==> config.mk <==
export PLATFORM = sky130hd
export DESIGN_NAME = uart_status_tx_flat
export DESIGN_NICKNAME = d
export VERILOG_FILES = /design/src/rtl/elevator_uart_pkg.sv /design/src/rtl/uart_status_tx_if.sv /design/src/rtl/uart_tx_byte.sv /design/src/rtl/uart_status_tx.sv /design/src/flat_wrapper.sv
export SDC_FILE = /design/constraint.sdc
export NUM_CORES = 1
export LEC_CHECK = 0
export ABC_AREA = 1
export BUFFER_PORTS_ARGS = -buffer_cell sky130_fd_sc_hd__buf_2
export CAP_MARGIN = 5
export CORE_ASPECT_RATIO = 1.4
export CORE_MARGIN = 4
export CORE_UTILIZATION = 53
export DETAILED_ROUTE_END_ITERATION = 7
export PLACE_DENSITY = 0.8
export SYNTH_ARGS = -nofsm -noshare
export SYNTH_HDL_FRONTEND = slang
export SYNTH_HIERARCHICAL = 1
export SYNTH_SLANG_ARGS = --single-unit
==> constraint.sdc <==
create_clock -name CLK -period 2.7 [get_ports CLK]
set_input_delay 0.405 -clock CLK [delete_from_list [all_inputs] [get_ports CLK]]
set_output_delay 0.405 -clock CLK [all_outputs]
set_load 0.03 [all_outputs]
==> src/rtl/elevator_uart_pkg.sv <==
// Shared constants for the elevator console UART: message codes, ASCII bytes, FSM states.
// Define UART_TX_PARITY_EN to add an even-parity bit to every frame (11-bit frames).
package elevator_uart_pkg;

  localparam int CLKRATE_DEF = 434;

`ifdef UART_TX_PARITY_EN
  localparam int FRAME_BITS = 11;
`else
  localparam int FRAME_BITS = 10;
`endif

  localparam logic [1:0] MSG_ARRIVE = 2'd0;
  localparam logic [1:0] MSG_ACK    = 2'd1;
  localparam logic [1:0] MSG_ERR    = 2'd2;

  localparam logic [7:0] ASC_CR    = 8'h0D;
  localparam logic [7:0] ASC_LF    = 8'h0A;
  localparam logic [7:0] ASC_A     = 8'h41;
  localparam logic [7:0] ASC_R     = 8'h52;
  localparam logic [7:0] ASC_C     = 8'h43;
  localparam logic [7:0] ASC_K     = 8'h4B;
  localparam logic [7:0] ASC_E     = 8'h45;
  localparam logic [7:0] ASC_M     = 8'h4D;
  localparam logic [7:0] ASC_D     = 8'h44;
  localparam logic [7:0] ASC_COLON = 8'h3A;
  localparam logic [7:0] ASC_0     = 8'h30;

  typedef enum logic [1:0] {S_IDLE, S_LOAD, S_SEND, S_DONE} msg_state_t;

  function automatic logic [7:0] ascii_digit(input logic [3:0] d);
    return ASC_0 + {4'h0, d};
  endfunction

endpackage

==> src/rtl/uart_status_tx_if.sv <==
// Event handshake and serial line between the elevator controller and the status transmitter.
interface uart_status_tx_if;
    logic       MSG_VALID;
    logic [1:0] MSG_TYPE;
    logic [5:0] FLOOR;
    logic       MSG_READY;
    logic       TX;
    logic       BUSY;

    modport master (output MSG_VALID, MSG_TYPE, FLOOR, input MSG_READY, TX, BUSY);
    modport slave  (input MSG_VALID, MSG_TYPE, FLOOR, output MSG_READY, TX, BUSY);
endinterface

==> src/rtl/uart_tx_byte.sv <==
// Byte serializer: start, d0..d7, [even parity if UART_TX_PARITY_EN], stop; CLKRATE cycles per bit.
// A start presented on the final stop-bit cycle chains the next frame with no idle gap.
module uart_tx_byte
    import elevator_uart_pkg::*;
#(
    parameter int CLKRATE = CLKRATE_DEF
) (
    input  logic       CLK,
    input  logic       RST,
    input  logic       start,
    input  logic [7:0] data,
    output logic       TX,
    output logic       done,
    output logic       busy
);
    localparam int         CW   = (CLKRATE > 1) ? $clog2(CLKRATE) : 1;
    localparam logic [3:0] LAST = 4'(FRAME_BITS - 1);

    logic [CW-1:0] cnt;
    logic [3:0]    bit_idx;
    logic [7:0]    data_q;
    logic          bit_end;
    logic          nxt_bit;

    assign bit_end = (cnt == CW'(CLKRATE - 1));
    assign done    = busy && bit_end && (bit_idx == LAST);

    // Value of frame bit bit_idx+1: data bits follow start, then parity/stop.
    always_comb begin
        nxt_bit = 1'b1;
        if (bit_idx < 4'd8) nxt_bit = data_q[bit_idx[2:0]];
`ifdef UART_TX_PARITY_EN
        else if (bit_idx == 4'd8) nxt_bit = ^data_q;
`endif
    end

    always_ff @(posedge CLK or posedge RST) begin
        if (RST) begin
            busy    <= 1'b0;
            TX      <= 1'b1;
            cnt     <= '0;
            bit_idx <= '0;
            data_q  <= '0;
        end else if (busy && !bit_end) begin
            cnt <= cnt + 1'b1;
        end else if (busy && bit_idx != LAST) begin
            cnt     <= '0;
            bit_idx <= bit_idx + 4'd1;
            TX      <= nxt_bit;
        end else if (start) begin
            busy    <= 1'b1;
            TX      <= 1'b0;
            cnt     <= '0;
            bit_idx <= '0;
            data_q  <= data;
        end else begin
            busy <= 1'b0;
            TX   <= 1'b1;
        end
    end
endmodule

==> src/rtl/uart_status_tx.sv <==
// Elevator status transmitter: latches one event, formats "ARR:dd"/"ACK:dd"/"ERR:CMD" + CR LF, serializes it.
// Frame format follows UART_TX_PARITY_EN (see elevator_uart_pkg).
module uart_status_tx
    import elevator_uart_pkg::*;
#(
    parameter int CLKRATE  = CLKRATE_DEF,
    parameter int MAXFLOOR = 32
) (
    input  logic            CLK,
    input  logic            RST,
    uart_status_tx_if.slave bus
);
    msg_state_t      state;
    logic            ready_q, busy_q;
    logic            ack_q, err_q;
    logic [3:0]      tens_q, ones_q;
    logic [8:0][7:0] buf_q;
    logic [3:0]      msg_len, byte_idx;

    logic [1:0] tens_c;
    logic [3:0] ones_c;
    logic       bad_c;
    logic       last;
    logic       ser_start, ser_done, ser_busy, ser_tx;
    logic [7:0] ser_data;

    assign bus.MSG_READY = ready_q;
    assign bus.BUSY      = busy_q;
    assign bus.TX        = ser_tx;

    // Decimal split valid for floors below 40; anything out of range becomes ERR anyway.
    always_comb begin
        tens_c = (bus.FLOOR >= 6'd30) ? 2'd3 :
                 (bus.FLOOR >= 6'd20) ? 2'd2 :
                 (bus.FLOOR >= 6'd10) ? 2'd1 : 2'd0;
        ones_c = 4'(bus.FLOOR - 6'(tens_c) * 6'd10);
        bad_c  = bus.MSG_TYPE[1] || (bus.FLOOR == 6'd0) || (int'(bus.FLOOR) > MAXFLOOR);
    end

    assign last = (byte_idx == msg_len - 4'd1);

    // On the serializer's done cycle the next byte is handed over so frames run back-to-back.
    always_comb begin
        ser_start = 1'b0;
        ser_data  = buf_q[byte_idx];
        if (state == S_SEND) begin
            if (ser_done) begin
                ser_start = !last;
                if (!last) ser_data = buf_q[byte_idx + 4'd1];
            end else begin
                ser_start = !ser_busy;
            end
        end
    end

    always_ff @(posedge CLK or posedge RST) begin
        if (RST) begin
            state    <= S_IDLE;
            ready_q  <= 1'b1;
            busy_q   <= 1'b0;
            ack_q    <= 1'b0;
            err_q    <= 1'b0;
            tens_q   <= '0;
            ones_q   <= '0;
            buf_q    <= '0;
            msg_len  <= '0;
            byte_idx <= '0;
        end else begin
            case (state)
                S_IDLE: if (bus.MSG_VALID && ready_q) begin
                    ack_q   <= (bus.MSG_TYPE == MSG_ACK);
                    err_q   <= bad_c;
                    tens_q  <= {2'b00, tens_c};
                    ones_q  <= ones_c;
                    ready_q <= 1'b0;
                    busy_q  <= 1'b1;
                    state   <= S_LOAD;
                end
                S_LOAD: begin
                    if (err_q) begin
                        buf_q   <= {ASC_LF, ASC_CR, ASC_D, ASC_M, ASC_C, ASC_COLON, ASC_R, ASC_R, ASC_E};
                        msg_len <= 4'd9;
                    end else begin
                        buf_q   <= {8'h00, ASC_LF, ASC_CR, ascii_digit(ones_q), ascii_digit(tens_q),
                                    ASC_COLON, ack_q ? ASC_K : ASC_R, ack_q ? ASC_C : ASC_R, ASC_A};
                        msg_len <= 4'd8;
                    end
                    byte_idx <= '0;
                    state    <= S_SEND;
                end
                S_SEND: if (ser_done) begin
                    if (last) begin
                        busy_q <= 1'b0;
                        state  <= S_DONE;
                    end else begin
                        byte_idx <= byte_idx + 4'd1;
                    end
                end
                S_DONE: begin
                    ready_q <= 1'b1;
                    state   <= S_IDLE;
                end
                default: state <= S_IDLE;
            endcase
        end
    end

    uart_tx_byte #(.CLKRATE(CLKRATE)) u_byte (
        .CLK   (CLK),
        .RST   (RST),
        .start (ser_start),
        .data  (ser_data),
        .TX    (ser_tx),
        .done  (ser_done),
        .busy  (ser_busy)
    );
endmodule

==> src/flat_wrapper.sv <==
// flat-port wrapper written by rule: the top's interface ports become plain ports
module uart_status_tx_flat import elevator_uart_pkg::*;
#(
    parameter int CLKRATE  = CLKRATE_DEF,
    parameter int MAXFLOOR = 32
)
  (CLK, RST, bus_MSG_VALID, bus_MSG_TYPE, bus_FLOOR, bus_MSG_READY, bus_TX, bus_BUSY);
  uart_status_tx_if bus_i ();
  input  logic CLK;
  input  logic RST;
  input wire logic [$bits(bus_i.MSG_VALID)-1:0] bus_MSG_VALID;
  input wire logic [$bits(bus_i.MSG_TYPE)-1:0] bus_MSG_TYPE;
  input wire logic [$bits(bus_i.FLOOR)-1:0] bus_FLOOR;
  output wire logic [$bits(bus_i.MSG_READY)-1:0] bus_MSG_READY;
  output wire logic [$bits(bus_i.TX)-1:0] bus_TX;
  output wire logic [$bits(bus_i.BUSY)-1:0] bus_BUSY;
  assign bus_i.MSG_VALID = bus_MSG_VALID;
  assign bus_i.MSG_TYPE = bus_MSG_TYPE;
  assign bus_i.FLOOR = bus_FLOOR;
  assign bus_MSG_READY = bus_i.MSG_READY;
  assign bus_TX = bus_i.TX;
  assign bus_BUSY = bus_i.BUSY;
  uart_status_tx #(.CLKRATE(CLKRATE), .MAXFLOOR(MAXFLOOR)) u_core (.CLK(CLK), .RST(RST), .bus(bus_i));
endmodule
== Word level (Yosys, flattened, before mapping) ==
Cells that the tools add are included.

* Flip-flop bits (word level): 115
* Output and inout port bits: 3
* Bits of input ports: 11

* $add $sub $neg: 7
* Muxes and demuxes: 40
* Bitwise operators: 2
* Equal/unequal tests: 12
* Reduce and logical (&&, ||, !) cells: 25
* $mul: 1
* $lt $le $gt $ge: 8

{| class="wikitable"
|+ Operators by type and width
! kind !! count
|-
| $mux 68 || 1
|-
| $bmux 8 s4 || 2
|-
| $mux 8 || 5
|-
| $mux 9 || 3
|-
| $mux 4 || 4
|-
| $mux 1 || 13
|-
| $ge 6x5->1 const B || 2
|-
| $lt 4x5->1 const B || 2
|-
| $mux 2 || 5
|-
| $mux 5 || 2
|-
| $add 9x1->9 const B || 1
|-
| $eq 9x9->1 const B || 1
|-
| $reduce_and 3->1 || 3
|-
| $add 4x1->4 const B || 2
|-
| $pmux 2 s4 || 1
|-
| $pmux 4 s2 || 1
|-
| $reduce_and 2->1 || 4
|-
| $reduce_bool 2->1 || 4
|-
| $add 6x2->7 const A || 1
|-
| $add 6x4->7 const A || 1
|-
| $ge 6x4->1 const B || 1
|-
| $gt 6x6->1 const B || 1
|-
| $logic_not 6->1 || 1
|-
| $ne 2x1->1 const B || 3
|-
| 20 further kinds || 31
|}

== Logic depth before layout (Yosys ltp) ==
* Word-level depth: 8
* Mapped depth: 16
* Gate-level depth less buffers: 15

== Hierarchy ==
Netlist, hierarchy kept.

{| class="wikitable"
|+ By module, submodules not included
! module !! area each (µm²) !! instances !! sequential area each (µm²) !! cells each
|-
| uart_status_tx || 2008.2 || 1 || 676.9 || 295
|-
| uart_tx_byte || 1297.5 || 1 || 576.8 || 168
|}

== Worst setup path before layout ==
OpenSTA, ideal clock, no wires.

* Path type: register -> register
* Start point: register u_core.u_byte.bit_idx[1]
* End point: register u_core.u_byte.data_q[0]
* Path slack: 0.510 ns
* Path buffers: 2
* Arrival: 2.072 ns
* Period minus slack after synthesis: 2.190 ns
* Cell stages (with the launch flop): 14
* Data required time: 2.582 ns
* Cell sequence: dfrtp_1 > inv_1 > ha_1 > nand3_1 > nor2_1 > or2_2 > clkbuf_1 > o21ai_0 > inv_1 > a21oi_2 > nand2_4 > buf_6 > nor2_2 > a21oi_2

* Word-level cells in the longest chain between the ends: 5
* Elaborated cells between the ends (all ways): 10
* Those cells by class: eq/ne: 2; mux: 4; bitwise: 1; reduce/logical: 3

{| class="wikitable"
|+ Ends and longest elaborated chain
! what !! RTL line !! text
|-
| start: declaration || uart_tx_byte.sv:20 || <nowiki>logic [3:0] bit_idx;</nowiki>
|-
| start signal: assignment || uart_tx_byte.sv:48 || <nowiki>bit_idx <= bit_idx + 4'd1;</nowiki>
|-
| $eq 4x4->1 || uart_tx_byte.sv:26 || <nowiki>assign done = busy && bit_end && (bit_idx == LAST);</nowiki>
|-
| $logic_and 1x1->1 || uart_tx_byte.sv:26 ||
|-
| named net u_core.ser_done || uart_status_tx.sv:24 || <nowiki>logic ser_start, ser_done, ser_busy, ser_tx;</nowiki>
|-
| $mux 1 || uart_status_tx.sv:47 || <nowiki>if (ser_done) begin</nowiki>
|-
| $mux 1 || uart_status_tx.sv:46 || <nowiki>if (state == S_SEND) begin</nowiki>
|-
| named net u_core.ser_start || uart_status_tx.sv:24 ||
|-
| $reduce_and 3->1 (no line) || n/a ||
|-
| end signal: assignment || uart_tx_byte.sv:55 || <nowiki>data_q <= data;</nowiki>
|-
| end: declaration || uart_tx_byte.sv:21 || <nowiki>logic [7:0] data_q;</nowiki>
|}

The timed path passes the listed nets, and every way through them passes these cells.
A chain may end at the register's enable or synchronous reset.

== Final worst setup path ==
* Start point: register u_core.u_byte.cnt[1]
* End point: register u_core.u_byte.data_q[2]

* Word-level cells in the longest chain between the ends: 6
* Elaborated cells between the ends (all ways): 11
* Those cells by class: eq/ne: 1; mux: 4; bitwise: 1; reduce/logical: 5

{| class="wikitable"
|+ Ends and longest elaborated chain
! what !! RTL line !! text
|-
| start: declaration || uart_tx_byte.sv:19 || <nowiki>logic [CW-1:0] cnt;</nowiki>
|-
| start signal: assignment || uart_tx_byte.sv:45 || <nowiki>cnt <= cnt + 1'b1;</nowiki>
|-
| $eq 9x9->1 || uart_tx_byte.sv:25 || <nowiki>assign bit_end = (cnt == CW'(CLKRATE - 1));</nowiki>
|-
| $logic_and 1x1->1 (2 in series) || uart_tx_byte.sv:26 ||
|-
| named net u_core.ser_done || uart_status_tx.sv:24 ||
|-
| $mux 1 || uart_status_tx.sv:47 ||
|-
| $mux 1 || uart_status_tx.sv:46 ||
|-
| named net u_core.ser_start || uart_status_tx.sv:24 ||
|-
| $reduce_and 3->1 (no line) || n/a ||
|}

The timed path passes the listed nets, and every way through them passes these cells.

==> flow_summary.json <==
{
  "status": "finished, final reports clean",
  "cts_buffers": 5,
  "max_stage_delay_ns": 0.41,
  "antenna_cells": 0,
  "postCtsSetupRepairBufs": 0,
  "clk_pin_slew_worst_paths_ns": 0.10,
  "initial_core_util": 0.556,
  "slew_violations": 0,
  "skew_ns": 0.0109,
  "leakage_uw": 0.00179,
  "critPathMaxFanout": 17,
  "drc": 0,
  "internal_power_uw": 1130,
  "cts_root_buf": "clkbuf_8",
  "syn_avg_cell_area_um2": 7.14,
  "cts_resized": 0,
  "finalHoldViolations": 0,
  "switchingPower_uw": 286,
  "fp.dieH_um": 101,
  "overflow": 0,
  "pwr-share-clk": 0.441,
  "grt_max_degree": 28,
  "die_area_um2": 7580,
  "ys_ff_latch": 50,
  "fin_util": 0.594,
  "via_count": 3055,
  "power.density_nw_per_um2": 402,
  "grt_pass1_vias": 3091,
  "die_x_um": 74.7,
  "layout_min_cycle_time_ns": 2.42,
  "fin_crit_sh": 0.897,
  "vdd_drop_max_uv": 286,
  "rows": 33,
  "critPathKind": "reg -> reg",
  "yosys.cell_types.count": 37,
  "wirelength_um": 7530,
  "rsz0062_at_grt": "no",
  "cp-start-kind": "flop",
  "synth_fp_nets": 488,
  "p_seq_frac": 0.527,
  "fin_area_um2": 3530,
  "vias_per_cell": 5.60,
  "stdcell_count": 546,
  "cts_hold_buf": 0,
  "cp_slowest_cell": "dfrtp_1",
  "gp_congestion": 0.966,
  "worstPathRequired_ns": 2.90,
  "antenna_left": 0,
  "setup-tns-final_ns": 0,
  "drtIter0Drc": 170,
  "cts.sinks": 50,
  "pin_count": 14,
  "clkLatencyLatePin_ns": 0.30,
  "fmax_mhz": 413,
  "netlist_instances": 463,
  "area.growth.synth_to_final_pct": 6.81,
  "portBuffers": 13,
  "yosysWarnings": 6,
  "worstPathCellList": "inv_1 -> ha_1 -> nand2_1 -> nor2_1 -> nand3_1 -> nor2_1 -> nand3_4 -> o21ai_0 -> inv_1 -> a21oi_2 -> nand2_4 -> nor2_1 -> a21oi_2",
  "critPathCaptureType": "flop",
  "syn_area_um2": 3310,
  "final_nets": 500,
  "core_area_um2": 5950,
  "grt_use_total": 0.220,
  "max_slew_margin": 0.429,
  "holdWs_ns": 0.153,
  "crit_top_cell": "nor2_1",
  "antenna_found_initial": 0,
  "wl_per_cell_um": 13.8,
  "dp.final_hpwl_um": 5930,
  "synth-seq-area-share": 0.379,
  "comb_power_share": 0.032,
  "cts.path.max_buffers": 2,
  "cap_violations": 0,
  "cts_tree": "built",
  "p_sw_frac": 0.201,
  "place_area_um2": 3390,
  "cp.arrival_ns": 2.62,
  "min_path_type": "in -> async",
  "layout-drive-gt1-share": 0.111,
  "htreeDepth": 2,
  "grt_pass1_wl_um": 13100,
  "dp_cells": 538,
  "setup_viol": 0,
  "tightest_slew_ns": 0.856,
  "fill_cells": 568,
  "dr.pass1.iters": 4
}
-- per-stage QoR --
stage,setup slack (ns),total power (uW)
CTS,0.304,1440
global placement,0.449,809
detailed placement,0.324,810
floorplan,0.510,791
finish,0.279,1420
global route,0.0208,1460
-- cell families (layout without fill, tap and decap cells) --
logic type,Yosys count,count (layout),share of synthesized area
buffers and inverters,76,89,0.101
AOI/OAI and AO/OA,67,67,0.118
DFF,50,50,0.379
xor gates and xnor gates,3,3,0.00795
and+or+nand+nor,252,252,0.337
adders and majority gates,14,14,0.0553
other,1,1,0.00113
-- final cells by class --
cell class / instances / area, um^2 / share of cell area
clock inverter: 3 / 68.8 / 0.0195
tap: 70 / 87.6 / 0.0248
timing repair buffer: 16 / 87.6 / 0.0248
clock buffer: 5 / 68.8 / 0.0195
multi-input combinational: 337 / 1720 / 0.487
sequential: 50 / 1250 / 0.355
inverter: 65 / 246 / 0.0698
-- cell usage after synthesis --
master | n | area (um^2)
nor3_1 | 4 | 20.0
dfstp_2 | 2 | 52.6
nor2_1 | 39 | 146
o21ai_1 | 8 | 40.0
inv_1 | 60 | 225
clkbuf_1 | 2 | 7.51
nand3_2 | 1 | 10.0
inv_2 | 3 | 11.3
buf_4 | 4 | 30.0
a21boi_0 | 2 | 15.0
a21oi_2 | 5 | 43.8
inv_4 | 1 | 6.26
dfrtp_1 | 48 | 1200
clkinv_1 | 1 | 3.75
a32oi_1 | 1 | 8.76
a22oi_1 | 3 | 22.5
nand2_1 | 123 | 462
o22ai_1 | 1 | 6.26
o211ai_1 | 3 | 22.5
conb_1 | 1 | 3.75
o21bai_1 | 1 | 7.51
buf_6 | 4 | 45.0
a21oi_1 | 12 | 60.1
ha_1 | 13 | 163
fa_1 | 1 | 20.0
nand2_4 | 2 | 22.5
o21ba_2 | 1 | 10.0
nand4_1 | 8 | 50.1
clkbuf_2 | 1 | 5.00
o21ai_0 | 29 | 145
or2_2 | 4 | 25.0
a22o_1 | 1 | 8.76
nand3_4 | 1 | 17.5
nor2_2 | 4 | 25.0
xor2_1 | 3 | 26.3
nand2_2 | 5 | 31.3
nand3_1 | 61 | 305
-- power groups by stage --
stage | Combinational [uW] | Clock [uW] | Sequential, uW
2_1_floorplan | 27.6 | 0 | 763
3_3_place_gp | 46.3 | 0 | 763
3_5_place_dp | 47.1 | 0 | 763
4_1_cts | 47.3 | 640 | 748
5_1_grt | 54.1 | 659 | 748
6_report | 45.7 | 625 | 748
-- sequential cells by signal, indices dropped and copies added (netlist names) --
signal and flops:
u_core/u_byte/cnt 9, u_core/u_byte/TX 1, u_core/msg_len 1, u_core/bus.BUSY 1, u_core/bus.MSG_READY 1, u_core/buf_q 10
u_core/tens_q 2, u_core/u_byte/data_q 8, u_core/ones_q 4, u_core/err_q 1, u_core/byte_idx 4, u_core/u_byte/bit_idx 4
u_core/state 2, u_core/u_byte/busy 1, u_core/ack_q 1
-- routing by layer --
layer  up-vias  track usage  part of all wire
li1       1519            -                 -
met2        77        0.410              0.54
met3        36       0.0328             0.033
met4         0        0.118             0.049
met1      1423        0.230              0.38
met5         -            0                 0
-- cell usage in the layout (no fill, tap or decap), types with 8 or more instances in the layout --
| master | instances |
|---|---|
| o21ai_0 | 29 |
| ha_1 | 13 |
| buf_2 | 13 |
| dfrtp_1 | 48 |
| nand2_1 | 123 |
| a21oi_1 | 12 |
| nor2_1 | 39 |
| inv_1 | 60 |
| o21ai_1 | 8 |
| nand4_1 | 8 |
| nand3_1 | 61 |
-- critical path: cells and delay by family (launching register included) --
kind / cells / cell delay, ns
simple gates: 7 / 1.14
compound gates: 3 / 0.45
flops: 1 / 0.41
buf+inv: 2 / 0.16
fa+ha+maj: 1 / 0.16
-- worst paths after layout --
check / from / endpoint / slack [ns] / cells past startpoint
worst min register to register: u_core/bus.BUSY$_DFFE_PP0P_ / u_core/bus.BUSY$_DFFE_PP0P_ / 0.48 / 2
min in group CLK: bus_MSG_TYPE[0] / u_core/ack_q$_DFFE_PP0P_ / 0.29 / 3
worst max-delay path: u_core/u_byte/cnt[1]$_DFFE_PP0P_ / u_core/u_byte/data_q[2]$_DFFE_PP0P_ / 0.28 / 13
worst max register to register: u_core/u_byte/cnt[1]$_DFFE_PP0P_ / u_core/u_byte/data_q[2]$_DFFE_PP0P_ / 0.28 / 13
worst min-delay path: RST / u_core/bus.BUSY$_DFFE_PP0P_ / 0.15 / 3
max in group asynchronous: RST / u_core/u_byte/cnt[6]$_DFFE_PP0P_ / 1.89 / 2
Note: power is estimated with default switching activity, not from simulation.
